<file path="src/rtl/rf_pkg.sv">
// ----------------------------------------------------------------------------
// rf_pkg
// Shared definitions for the register-file writeback arbiter slice.
//   DEF_ADDR_W / DEF_DATA_W / DEF_CNT_W : default widths for the arbiter,
//                                         its slots and its interface
//   PRIO_RR / PRIO_FIXED                : legal values of PRIO_MODE
//   slot_e                              : names a holding slot; used for the
//                                         round-robin "last granted" pointer
// ----------------------------------------------------------------------------
package rf_pkg;

   localparam int DEF_ADDR_W = 5;
   localparam int DEF_DATA_W = 32;
   localparam int DEF_CNT_W  = 16;

   // Arbitration modes.
   localparam int PRIO_RR    = 0;   // alternate between slots under contention
   localparam int PRIO_FIXED = 1;   // slot 0 (ALU path) always wins

   // Slot identifier. SLOT0 = ALU result path, SLOT1 = load result path.
   typedef enum logic {
      SLOT0 = 1'b0,
      SLOT1 = 1'b1
   } slot_e;

   // Returns the slot that should win when both hold a write.
   // last is the slot that won the previous contended grant.
   function automatic slot_e contended_winner(input int prio_mode, input slot_e last);
      slot_e win;
      if (prio_mode == PRIO_FIXED) begin
         win = SLOT0;
      end else if (last == SLOT1) begin
         win = SLOT0;
      end else begin
         win = SLOT1;
      end
      return win;
   endfunction

endpackage

</file>
<file path="src/rtl/rf_wb_arbiter_if.sv">
// ----------------------------------------------------------------------------
// rf_wb_arbiter_if
// Bundles every non-clock signal of the writeback arbiter.
//   req0_*     : ALU writeback request (valid/ready/addr/data)
//   req1_*     : load writeback request (valid/ready/addr/data)
//   rf_*       : register file write port (we/a3/wd)
//   q_a1/q_a2  : read addresses under decode
//   q_hit1/2   : a held, not-yet-written write targets q_aN
//   wr_count   : committed-write counter
// Modports:
//   slave  : the arbiter side (drives readies, write port, hits, counter)
//   master : the pipeline/bench side (drives requests and read addresses)
//
// Handshake: a request transfers on a rising edge where valid and ready are
// both 1. A producer holding valid keeps addr/data stable until it transfers.
// ready never depends on valid, so producers may look at ready before
// deciding to raise valid.
// ----------------------------------------------------------------------------
interface rf_wb_arbiter_if
   import rf_pkg::*;
#(
   parameter int ADDR_W = DEF_ADDR_W,
   parameter int DATA_W = DEF_DATA_W,
   parameter int CNT_W  = DEF_CNT_W
) ();

   // ALU writeback path
   logic              req0_valid;
   logic              req0_ready;
   logic [ADDR_W-1:0] req0_addr;
   logic [DATA_W-1:0] req0_data;

   // Load writeback path
   logic              req1_valid;
   logic              req1_ready;
   logic [ADDR_W-1:0] req1_addr;
   logic [DATA_W-1:0] req1_data;

   // Register file write port
   logic              rf_we;
   logic [ADDR_W-1:0] rf_a3;
   logic [DATA_W-1:0] rf_wd;

   // RAW hazard lookup
   logic [ADDR_W-1:0] q_a1;
   logic [ADDR_W-1:0] q_a2;
   logic              q_hit1;
   logic              q_hit2;

   // Debug
   logic [CNT_W-1:0]  wr_count;

   modport slave (
      input  req0_valid, req0_addr, req0_data,
      input  req1_valid, req1_addr, req1_data,
      input  q_a1, q_a2,
      output req0_ready, req1_ready,
      output rf_we, rf_a3, rf_wd,
      output q_hit1, q_hit2,
      output wr_count
   );

   modport master (
      output req0_valid, req0_addr, req0_data,
      output req1_valid, req1_addr, req1_data,
      output q_a1, q_a2,
      input  req0_ready, req1_ready,
      input  rf_we, rf_a3, rf_wd,
      input  q_hit1, q_hit2,
      input  wr_count
   );

endinterface

</file>
<file path="src/rtl/rf_wb_slot.sv">
// ----------------------------------------------------------------------------
// rf_wb_slot
// One-entry holding buffer for a pending register write.
//   clk, reset        : clock, asynchronous active-high reset (empties slot)
//   load              : capture load_addr/load_data and mark valid
//   clear             : the held write commits this edge; mark empty
//   load_addr/data    : incoming write
//   v, addr, data     : held write (addr/data meaningful only while v=1)
//
// load has priority over clear: when the held write drains on the same edge
// a new one arrives, the slot simply holds the new write. That keeps the
// path at one write per cycle.
// ----------------------------------------------------------------------------
module rf_wb_slot
   import rf_pkg::*;
#(
   parameter int ADDR_W = DEF_ADDR_W,
   parameter int DATA_W = DEF_DATA_W
) (
   input  logic              clk,
   input  logic              reset,
   input  logic              load,
   input  logic              clear,
   input  logic [ADDR_W-1:0] load_addr,
   input  logic [DATA_W-1:0] load_data,
   output logic              v,
   output logic [ADDR_W-1:0] addr,
   output logic [DATA_W-1:0] data
);

   always_ff @(posedge clk or posedge reset) begin
      if (reset) begin
         v    <= 1'b0;
         addr <= '0;
         data <= '0;
      end else if (load) begin
         v    <= 1'b1;
         addr <= load_addr;
         data <= load_data;
      end else if (clear) begin
         v    <= 1'b0;
      end
   end

endmodule

</file>
<file path="src/rtl/rf_wb_arbiter.sv">
// ----------------------------------------------------------------------------
// rf_wb_arbiter
// Shares the register file's single write port between the ALU writeback
// path (req0) and the load writeback path (req1). Each path owns a one-entry
// holding slot so a losing writer stalls instead of dropping its result.
//
// Ports:
//   clk    : rising-edge clock
//   reset  : asynchronous active-high reset; empties both slots, discards
//            held writes, clears the counter, points RR at req0
//   bus    : rf_wb_arbiter_if.slave
//            req0_*/req1_*  request handshakes (ready low while in reset)
//            rf_we/a3/wd    write port, combinational from the granted slot
//            q_a1/q_a2 ->   q_hit1/q_hit2 pending-write hazard flags
//            wr_count       number of committed writes (wraps)
//
// Parameters:
//   ADDR_W, DATA_W : register address / data width
//   PRIO_MODE      : PRIO_RR (0) alternate under contention,
//                    PRIO_FIXED (1) req0 always wins
//   CNT_W          : width of wr_count
//
// Timing: a write accepted at edge T sits in its slot during the following
// cycle, drives the write port then (if granted) and commits at edge T+1.
// ----------------------------------------------------------------------------
module rf_wb_arbiter
   import rf_pkg::*;
#(
   parameter int ADDR_W    = DEF_ADDR_W,
   parameter int DATA_W    = DEF_DATA_W,
   parameter int PRIO_MODE = PRIO_RR,
   parameter int CNT_W     = DEF_CNT_W
) (
   input  logic                 clk,
   input  logic                 reset,
   rf_wb_arbiter_if.slave       bus
);

   // ------------------------------------------------------------------
   // Holding slots
   // ------------------------------------------------------------------
   logic              s0_v;
   logic [ADDR_W-1:0] s0_addr;
   logic [DATA_W-1:0] s0_data;
   logic              s1_v;
   logic [ADDR_W-1:0] s1_addr;
   logic [DATA_W-1:0] s1_data;

   logic              load0;
   logic              load1;
   logic              grant0;
   logic              grant1;
   logic              ready0;
   logic              ready1;

   // Slot that won the most recent contended grant. Resetting to SLOT1
   // makes req0 the favoured side on the first contention.
   slot_e             rr_last;
   slot_e             rr_win;

   logic              we;
   logic [ADDR_W-1:0] a3;
   logic [DATA_W-1:0] wd;
   logic              hit1;
   logic              hit2;
   logic [CNT_W-1:0]  cnt;

   rf_wb_slot #(
      .ADDR_W (ADDR_W),
      .DATA_W (DATA_W)
   ) u_slot0 (
      .clk       (clk),
      .reset     (reset),
      .load      (load0),
      .clear     (grant0),
      .load_addr (bus.req0_addr),
      .load_data (bus.req0_data),
      .v         (s0_v),
      .addr      (s0_addr),
      .data      (s0_data)
   );

   rf_wb_slot #(
      .ADDR_W (ADDR_W),
      .DATA_W (DATA_W)
   ) u_slot1 (
      .clk       (clk),
      .reset     (reset),
      .load      (load1),
      .clear     (grant1),
      .load_addr (bus.req1_addr),
      .load_data (bus.req1_data),
      .v         (s1_v),
      .addr      (s1_addr),
      .data      (s1_data)
   );

   // ------------------------------------------------------------------
   // Grant: a lone valid slot always wins; under contention the mode
   // decides. Exactly one grant per cycle whenever any slot is valid.
   // ------------------------------------------------------------------
   always_comb begin
      rr_win = contended_winner(PRIO_MODE, rr_last);
      grant0 = 1'b0;
      grant1 = 1'b0;
      if (s0_v && s1_v) begin
         if (rr_win == SLOT0) begin
            grant0 = 1'b1;
         end else begin
            grant1 = 1'b1;
         end
      end else if (s0_v) begin
         grant0 = 1'b1;
      end else if (s1_v) begin
         grant1 = 1'b1;
      end
   end

   // Pointer only moves when there was a real choice to make.
   always_ff @(posedge clk or posedge reset) begin
      if (reset) begin
         rr_last <= SLOT1;
      end else if (s0_v && s1_v) begin
         rr_last <= grant1 ? SLOT1 : SLOT0;
      end
   end

   // ------------------------------------------------------------------
   // Request side. A slot can take a new write when it is empty or when
   // its current write is committing this cycle. Ready is a function of
   // slot state only, never of the incoming valid.
   // Writes to x0 complete the handshake but are dropped here, so they
   // never reach the port, the counter or the hazard compare.
   // ------------------------------------------------------------------
   always_comb begin
      ready0 = !reset && (!s0_v || grant0);
      ready1 = !reset && (!s1_v || grant1);
      load0  = bus.req0_valid && ready0 && (bus.req0_addr != '0);
      load1  = bus.req1_valid && ready1 && (bus.req1_addr != '0);
   end

   // ------------------------------------------------------------------
   // Write port mux. Address/data are zeroed when idle so nothing
   // undefined leaks toward the register file.
   // ------------------------------------------------------------------
   always_comb begin
      we = grant0 || grant1;
      a3 = '0;
      wd = '0;
      if (grant0) begin
         a3 = s0_addr;
         wd = s0_data;
      end else if (grant1) begin
         a3 = s1_addr;
         wd = s1_data;
      end
   end

   // ------------------------------------------------------------------
   // Hazard flags: any held write, including the one committing this
   // cycle, counts as pending. x0 is never a hazard.
   // ------------------------------------------------------------------
   always_comb begin
      hit1 = (bus.q_a1 != '0) &&
             ((s0_v && (s0_addr == bus.q_a1)) || (s1_v && (s1_addr == bus.q_a1)));
      hit2 = (bus.q_a2 != '0) &&
             ((s0_v && (s0_addr == bus.q_a2)) || (s1_v && (s1_addr == bus.q_a2)));
   end

   // ------------------------------------------------------------------
   // Committed-write counter, wraps naturally.
   // ------------------------------------------------------------------
   always_ff @(posedge clk or posedge reset) begin
      if (reset) begin
         cnt <= '0;
      end else if (we) begin
         cnt <= cnt + CNT_W'(1);
      end
   end

   assign bus.req0_ready = ready0;
   assign bus.req1_ready = ready1;
   assign bus.rf_we      = we;
   assign bus.rf_a3      = a3;
   assign bus.rf_wd      = wd;
   assign bus.q_hit1     = hit1;
   assign bus.q_hit2     = hit2;
   assign bus.wr_count   = cnt;

endmodule

</file>
<file path="src/flat_wrapper.sv">
// flat-port wrapper written by rule: the top's interface ports become plain ports
module rf_wb_arbiter_flat import rf_pkg::*;
#(
   parameter int ADDR_W    = DEF_ADDR_W,
   parameter int DATA_W    = DEF_DATA_W,
   parameter int PRIO_MODE = PRIO_RR,
   parameter int CNT_W     = DEF_CNT_W
)
  (clk, reset, bus_req0_valid, bus_req0_addr, bus_req0_data, bus_req1_valid, bus_req1_addr, bus_req1_data, bus_q_a1, bus_q_a2, bus_req0_ready, bus_req1_ready, bus_rf_we, bus_rf_a3, bus_rf_wd, bus_q_hit1, bus_q_hit2, bus_wr_count);
  rf_wb_arbiter_if #(.ADDR_W(ADDR_W), .DATA_W(DATA_W), .CNT_W(CNT_W)) bus_i ();
  input  logic clk;
  input  logic reset;
  input wire logic [$bits(bus_i.req0_valid)-1:0] bus_req0_valid;
  input wire logic [$bits(bus_i.req0_addr)-1:0] bus_req0_addr;
  input wire logic [$bits(bus_i.req0_data)-1:0] bus_req0_data;
  input wire logic [$bits(bus_i.req1_valid)-1:0] bus_req1_valid;
  input wire logic [$bits(bus_i.req1_addr)-1:0] bus_req1_addr;
  input wire logic [$bits(bus_i.req1_data)-1:0] bus_req1_data;
  input wire logic [$bits(bus_i.q_a1)-1:0] bus_q_a1;
  input wire logic [$bits(bus_i.q_a2)-1:0] bus_q_a2;
  output wire logic [$bits(bus_i.req0_ready)-1:0] bus_req0_ready;
  output wire logic [$bits(bus_i.req1_ready)-1:0] bus_req1_ready;
  output wire logic [$bits(bus_i.rf_we)-1:0] bus_rf_we;
  output wire logic [$bits(bus_i.rf_a3)-1:0] bus_rf_a3;
  output wire logic [$bits(bus_i.rf_wd)-1:0] bus_rf_wd;
  output wire logic [$bits(bus_i.q_hit1)-1:0] bus_q_hit1;
  output wire logic [$bits(bus_i.q_hit2)-1:0] bus_q_hit2;
  output wire logic [$bits(bus_i.wr_count)-1:0] bus_wr_count;
  assign bus_i.req0_valid = bus_req0_valid;
  assign bus_i.req0_addr = bus_req0_addr;
  assign bus_i.req0_data = bus_req0_data;
  assign bus_i.req1_valid = bus_req1_valid;
  assign bus_i.req1_addr = bus_req1_addr;
  assign bus_i.req1_data = bus_req1_data;
  assign bus_i.q_a1 = bus_q_a1;
  assign bus_i.q_a2 = bus_q_a2;
  assign bus_req0_ready = bus_i.req0_ready;
  assign bus_req1_ready = bus_i.req1_ready;
  assign bus_rf_we = bus_i.rf_we;
  assign bus_rf_a3 = bus_i.rf_a3;
  assign bus_rf_wd = bus_i.rf_wd;
  assign bus_q_hit1 = bus_i.q_hit1;
  assign bus_q_hit2 = bus_i.q_hit2;
  assign bus_wr_count = bus_i.wr_count;
  rf_wb_arbiter #(.ADDR_W(ADDR_W), .DATA_W(DATA_W), .PRIO_MODE(PRIO_MODE), .CNT_W(CNT_W)) u_core (.clk(clk), .reset(reset), .bus(bus_i));
endmodule
</file>
<file path="config.mk">
export PLATFORM = sky130hd
export DESIGN_NAME = rf_wb_arbiter_flat
export DESIGN_NICKNAME = d
export VERILOG_FILES = /design/src/rtl/rf_pkg.sv /design/src/rtl/rf_wb_arbiter_if.sv /design/src/rtl/rf_wb_slot.sv /design/src/rtl/rf_wb_arbiter.sv /design/src/flat_wrapper.sv
export SDC_FILE = /design/constraint.sdc
export NUM_CORES = 1
export LEC_CHECK = 0
export CAP_MARGIN = 30
export CORE_MARGIN = 10
export CORE_UTILIZATION = 42
export CTS_CLUSTER_SIZE = 12
export DETAILED_ROUTE_END_ITERATION = 12
export PLACE_DENSITY = 0.89
export SETUP_SLACK_MARGIN = 0.4
export SYNTH_ARGS = -nofsm -noshare
export SYNTH_HDL_FRONTEND = slang
export SYNTH_HIERARCHICAL = 1
export SYNTH_SLANG_ARGS = --single-unit
</file>
<file path="constraint.sdc">
create_clock -name clk -period 1.6 [get_ports clk]
set_input_delay 0.24 -clock clk [delete_from_list [all_inputs] [get_ports clk]]
set_output_delay 0.24 -clock clk [all_outputs]
set_load 0.03 [all_outputs]
</file>
==> impl_metrics.env, run 1 <==
export IMPL_status="finished with violations"
export IMPL_violations="negative setup slack"
export IMPL_final_cell_mix="81 x clkdlybuf4s50_1, 78 x buf_6, 77 x dfrtp_1"
export IMPL_ctsLongestPathBuffers=2
export IMPL_dieArea_sq_mm=0.0152
export IMPL_netlist_top_cell_by_area="dfrtp_1"
export IMPL_total_leakage_power_nw=3.69
export IMPL_synth_seq_cells=93
export IMPL_worstHoldStart="bus_req1_addr[1]"
export IMPL_fmax_mhz=488
export IMPL_min_period_ns=2.05
export IMPL_layout_setup_ws_ns=-0.448
export IMPL_worstSkewPairLatency_ns=0.37
export IMPL_yosysWarnings=6
export IMPL_fp_coreArea_sq_mm=0.0104
export IMPL_crit_fanout=25
export IMPL_r2r_setup_slack_ns=-0.39
export IMPL_drc=0
export IMPL_clk_pin_slew_worst_paths_ns=0.09
export IMPL_netlist_instances=317
export IMPL_synth_cell_types=33
export IMPL_port_buffers=145
export IMPL_avgSynthCellArea_sq_um=14.1
export IMPL_n_fill_cell=611
export IMPL_tightest_slew_ns=0.371
export IMPL_gp_congestion=0.858
export IMPL_drt_total_wl_um=15500
export IMPL_vias=3593
export IMPL_vias_per_cell=5.21
export IMPL_crit_arrival_ns=1.81
export IMPL_finClkSkew_ns=0.0157
export IMPL_cts_sinks=93
export IMPL_yosysTopAreaCellShare_pct=51.5
export IMPL_p_per_area_mw_per_mm2=1910
export IMPL_final_core_util_pct=77.5
export IMPL_timing_rr_start="u_core/rr_last$_DFFE_PP1P_"
export IMPL_maxSlewHeadroom_pct=75.3
export IMPL_drt_initial_drc_count=187
export IMPL_slew_violations=0
export IMPL_setup_tns_ns=-35.36
export IMPL_htreeDepth=3
export IMPL_detail_route_wl_per_cell_um=22.5
export IMPL_cts_buffers=9
export IMPL_first_pass_iters=4
export IMPL_stdcell_count=689
export IMPL_irDropWorstVdd_mv=1.20
export IMPL_hold_worst_slack_ns=0.261
export IMPL_cts_hold_buf=0
export IMPL_dpl_worst_slack_ns=-0.473
export IMPL_top_layer_used="met4"
export IMPL_cts_tree="done"
export IMPL_grt_usage_pct=19.7
export IMPL_antenna_found_initial=1
export IMPL_fp_dieH_um=123
export IMPL_grt_overflow=0
export IMPL_area_delta_synth_final_pct=79.6
export IMPL_post_route_period_util_pct=128
export IMPL_hold_end="u_core/u_slot1/addr[1]$_DFFE_PP0P_"
export IMPL_drv_cap=0
export IMPL_ys_seq_area_share_pct=52.1
export IMPL_die_x_um=123
export IMPL_grt_setup_unrepaired="true"
export IMPL_dpl_hpwl_um=10200
export IMPL_worstPathRequired_ns=1.36
export IMPL_grt_start_max_net_pins=26
export IMPL_drt_met1_wl_um=5920
export IMPL_start_util_pct=43.1
export IMPL_ff2ff_path_depth=8
export IMPL_startpoint_type="flip-flop"
export IMPL_end_kind="primary output"
export IMPL_r2r_end="u_core/u_slot0/data[10]$_DFFE_PP0P_"
export IMPL_dp_cells=617
export IMPL_synth_area_top_cells="dfrtp_1 51%, mux2_4 13%, mux2_2 9.3%"
export IMPL_io_pins=146
export IMPL_layout_commonest_cell="clkdlybuf4s50_1"
export IMPL_rows=37
export IMPL_grt_pass1_vias=4106
export IMPL_hp_class="in -> reg"
export IMPL_dr_wl_met3_um=650
export IMPL_hold_viol=0
export IMPL_syn_nets=406
export IMPL_final_setup_viol_count=120
export IMPL_path_class="reg -> out"
export IMPL_netlist_area_sq_mm=0.00447
export IMPL_ant_nets=0
export IMPL_met2_length_um=8540
export IMPL_whs_path_depth=2
export IMPL_num_nets_final=636
export IMPL_grt_pass1_wl_um=23000
export IMPL_clockRootBuffer="clkbuf_8"
export IMPL_final_layout_size_suffix_gt1_share_pct=58.9
cell families (layout without fill, tap and decap cells):
family	after synthesis	in the layout	synth area share (%)
muxes	75	75	22.1
DFF	93	93	52.1
other	0	1	0
AOI/OAI and AO/OA	49	49	9.48
and+or+nand+nor	38	38	5.48
buffers and inverters	25	260	3.55
xor gates and xnor gates	36	36	7.05
adders and majority gates	1	1	0.280
sequential cells by signal, summed over array words and instances (netlist names):
register,cells
u_core/u_slot0/data,32
u_core/u_slot1/data,32
u_core/bus.wr_count,16
u_core/u_slot0/addr,5
u_core/u_slot1/addr,5
u_core/rr_last,1
u_core/u_slot0/v,1
u_core/u_slot1/v,1
power breakdown:
group / leakage, nW / switching, W / internal (W)
clock: 0.117 / 0.000890 / 0.000935
sequential: 1.09 / 0.000797 / 0.00313
combinational: 2.48 / 0.00427 / 0.00528
metal layers:
layer / GRT usage (%) / vias up
met3: 3.60 / 23
li1: - / 1616
met1: 21.6 / 1859
met4: 8.30 / 0
met2: 36.4 / 95
met5: 0 / -
critical path: stages, from the launching register on:
cell	delay, ns
dfstp_2	0.55
inv_2	0.05
buf_6	0.11
a21boi_4	0.20
buf_12	0.25
a22o_4	0.15
buf_6	0.12
what timing repair did:
action / CTS / global route
buffers inserted: 33 / 14
gates cloned: 6 / 2
gates resized for setup: 215 / 41
pin swaps: 23 / 23
setup endpoints to repair: 149 / 150
how the worst max path moves through the flow:
stage / start / end / slack (ns)
finish: u_core/rr_last$_DFFE_PP1P_ / bus_rf_wd[16] / -0.45
global route: u_core/rr_last$_DFFE_PP1P_ / bus_rf_wd[10] / -0.52
CTS: u_core/rr_last$_DFFE_PP1P_ / bus_rf_a3[3] / -0.43
detailed placement: bus_req0_addr[1] / u_core/u_slot0/data[15]$_DFFE_PP0P_ / -0.47
global placement: bus_req0_addr[1] / u_core/u_slot0/data[15]$_DFFE_PP0P_ / -0.45
floorplan: u_core/rr_last$_DFFE_PP1P_ / u_core/u_slot0/addr[0]$_DFFE_PP0P_ / -0.27
metrics by stage:
step | instance area, sq um | total power (W)
6_report | 8030 | 0.0153
5_1_grt | 8030 | 0.0159
4_1_cts | 7710 | 0.0147
3_5_place_dp | 6670 | 0.0114
3_3_place_gp | 6670 | 0.0112
2_1_floorplan | 4980 | 0.00902
synth_stat cells:
cell type	number
nand4_1	1
nand3_4	1
nand2_1	5
a21o_1	2
buf_6	6
a22o_1	37
mux2_4	38
or2_1	1
o211ai_2	1
ha_1	1
or3_1	2
buf_2	10
and3_1	1
inv_1	6
nor3b_2	1
nand3_1	10
buf_4	2
nor4_4	2
dfrtp_1	92
or2_2	1
mux2_2	37
a31oi_1	2
nor2_1	7
o311a_1	2
inv_2	1
nor4_1	4
a21oi_1	2
xnor2_1	13
dfstp_2	1
xor2_1	23
o2111ai_2	1
or4_1	2
a21boi_1	2
final cells by class:
class	instances	area, sq um	area share (%)
multi-input cells	199	2660	33.1
repair buffers	237	2590	32.3
flip-flops and latches	93	2350	29.2
well taps	136	170	2.12
clock buffers	10	138	1.71
clock inverters	6	91.3	1.14
inverters	7	28.8	0.358
diodes	1	2.50	0.0312
Power figures use the tool's default switching activity.
==> run 2, diff against run 1 <==
--- a/config.mk
+++ b/config.mk
@@ -10,6 +10,7 @@
 export CORE_UTILIZATION = 42
 export CTS_CLUSTER_SIZE = 12
 export DETAILED_ROUTE_END_ITERATION = 12
+export GPL_TIMING_DRIVEN = 1
 export PLACE_DENSITY = 0.89
 export SETUP_SLACK_MARGIN = 0.4
 export SYNTH_ARGS = -nofsm -noshare
==> results of run 2 <==
The final DEF is identical to that of run 1; final timing and power are the same.
==> run 3, diff against run 2 <==
--- a/config.mk
+++ b/config.mk
@@ -12,6 +12,7 @@
 export DETAILED_ROUTE_END_ITERATION = 12
 export GPL_TIMING_DRIVEN = 1
 export PLACE_DENSITY = 0.89
+export RECOVER_POWER = 50
 export SETUP_SLACK_MARGIN = 0.4
 export SYNTH_ARGS = -nofsm -noshare
 export SYNTH_HDL_FRONTEND = slang
==> impl_metrics.env, run 3 (synthesized netlist as in run 1, its figures left out) <==
export IMPL_p_per_area_mw_per_mm2=1910
export IMPL_fin_area_sq_mm=0.00801
export IMPL_post_route_period_util_pct=128
export IMPL_drv_cap=0
export IMPL_crit_fanout=25
export IMPL_p_switching_w=0.00595
export IMPL_irDropWorstVdd_mv=1.19
export IMPL_final_cell_mix="80 x clkdlybuf4s50_1, 78 x buf_6, 77 x dfrtp_1"
export IMPL_htreeDepth=3
export IMPL_fp_coreArea_sq_mm=0.0104
export IMPL_hp_class="in -> reg"
export IMPL_setup_tns_ns=-40.16
export IMPL_total_leakage_power_nw=3.68
export IMPL_slowest_stage="dfstp_2"
export IMPL_first_pass_iters=4
export IMPL_status="finished with violations"
export IMPL_cts_sinks=93
export IMPL_cts_tree="done"
export IMPL_gp_congestion=0.858
export IMPL_vias=3581
export IMPL_path_cells="inv_2 -> buf_6 -> a21boi_4 -> buf_12 -> a22o_4 -> buf_6"
export IMPL_drc=0
export IMPL_p_int_w=0.00934
export IMPL_dieArea_sq_mm=0.0152
export IMPL_p_clk_share_pct=11.9
export IMPL_final_setup_viol_count=119
export IMPL_fmax_mhz=488
export IMPL_violations="negative setup slack"
export IMPL_grt_pass1_wl_um=23000
export IMPL_rows=37
export IMPL_grt_pass1_vias=4106
export IMPL_dp_cells=617
export IMPL_startpoint_type="flip-flop"
export IMPL_p_seq_share_pct=25.7
export IMPL_cts_hold_buf=0
export IMPL_vias_per_cell=5.20
export IMPL_worstSkewPairLatency_ns=0.37
export IMPL_worstPathRequired_ns=1.36
export IMPL_tightest_slew_ns=0.943
export IMPL_layout_setup_ws_ns=-0.451
export IMPL_cts_buffers=9
export IMPL_slew_violations=0
export IMPL_dpl_worst_slack_ns=-0.473
export IMPL_detail_route_wl_per_cell_um=22.5
export IMPL_final_layout_size_suffix_gt1_share_pct=58.2
export IMPL_die_x_um=123
export IMPL_clockRootBuffer="clkbuf_8"
export IMPL_grt_usage_pct=19.7
export IMPL_n_fill_cell=614
export IMPL_grt_setup_unrepaired="true"
export IMPL_crit_path_frequent_cell="buf_6"
export IMPL_drt_total_wl_um=15500
export IMPL_drt_met1_wl_um=5860
export IMPL_grt_overflow=0
export IMPL_p_comb_share_pct=62.4
export IMPL_dpl_hpwl_um=10200
export IMPL_dr_wl_met3_um=678
export IMPL_crit_arrival_ns=1.81
export IMPL_maxSlewHeadroom_pct=37.1
export IMPL_clk_pin_slew_worst_paths_ns=0.09
export IMPL_hold_viol=0
export IMPL_stdcell_count=689
export IMPL_finClkSkew_ns=0.0155
export IMPL_num_nets_final=636
export IMPL_ctsLongestPathBuffers=2
export IMPL_fp_dieH_um=123
export IMPL_top_layer_used="met4"
export IMPL_io_pins=146
export IMPL_ant_nets=0
export IMPL_min_period_ns=2.05
export IMPL_drt_initial_drc_count=176
export IMPL_crit_path_max_incr_delay_ns=0.55
export IMPL_start_util_pct=43.1
export IMPL_port_buffers=145
export IMPL_area_delta_synth_final_pct=79.2
export IMPL_path_class="reg -> out"
export IMPL_antenna_found_initial=1
export IMPL_grt_start_max_net_pins=26
export IMPL_hold_worst_slack_ns=0.264
export IMPL_end_kind="primary output"
export IMPL_layout_commonest_cell="clkdlybuf4s50_1"
export IMPL_place_area_sq_mm=0.00667
export IMPL_swShare_pct=38.9
export IMPL_met2_length_um=8540
## run 3: power groups by stage
stage / Clock [W] / Combinational (W) / Sequential, W
CTS: 0.00184 / 0.00894 / 0.00389
global route: 0.00195 / 0.00995 / 0.00403
detailed placement: 0 / 0.00744 / 0.00394
floorplan: 0 / 0.00509 / 0.00393
global placement: 0 / 0.00730 / 0.00387
finish: 0.00182 / 0.00954 / 0.00393
## run 3: stage by stage
step                      utilization (%)  total power (W)
after floorplan                         -          0.00902
after global placement               64.3           0.0112
after detailed placement             64.3           0.0114
after CTS                            74.3           0.0147
after global routing                 77.3           0.0159
final                                77.3           0.0153
## run 3: area by class of cell
type                            instances  area (sq um)  share of cell area (%)
Clock buffer                           10           138                    1.72
Clock inverter                          6          91.3                    1.14
Tap cell                              136           170                    2.12
Timing Repair Buffer                  237          2570                    32.1
Sequential cell                        93          2350                    29.3
Multi-Input combinational cell        199          2660                    33.2
Inverter                                7          28.8                   0.359
Antenna cell                            1          2.50                  0.0312
## run 3: final timing paths
kind	start	end	slack, ns	depth (start not counted)
max	u_core/rr_last$_DFFE_PP1P_	bus_rf_wd[16]	-0.45	6
min	bus_req1_addr[1]	u_core/u_slot1/addr[1]$_DFFE_PP0P_	0.26	2
max reg2reg	u_core/rr_last$_DFFE_PP1P_	u_core/u_slot0/data[10]$_DFFE_PP0P_	-0.39	8
min reg2reg	u_core/bus.wr_count[9]$_DFFE_PP0P_	u_core/bus.wr_count[9]$_DFFE_PP0P_	0.52	1
max in group asynchronous	reset	u_core/bus.wr_count[0]$_DFFE_PP0P_	0.09	4
min in group asynchronous	reset	u_core/u_slot0/data[22]$_DFFE_PP0P_	0.78	5
## run 3: timing repair
action / 4_1_cts / 5_1_grt
gates cloned: 6 / 2
pin swaps: 23 / 23
gates resized for setup: 215 / 41
setup endpoints to repair: 149 / 150
setup buffers: 33 / 14
## run 3: worst max-delay path: cells and delay by family (launching register included)
family	cells	cell delay [ns]
DFF	1	0.55
AOI/OAI and AO/OA	2	0.35
buffers and inverters	4	0.52
## run 3: routing by layer
| metal | vias to the layer above | GRT usage, % |
|---|---|---|
| li1 | 1615 | - |
| met1 | 1846 | 21.6 |
| met2 | 97 | 36.4 |
| met3 | 23 | 3.60 |
| met4 | 0 | 8.30 |
| met5 | - | 0 |
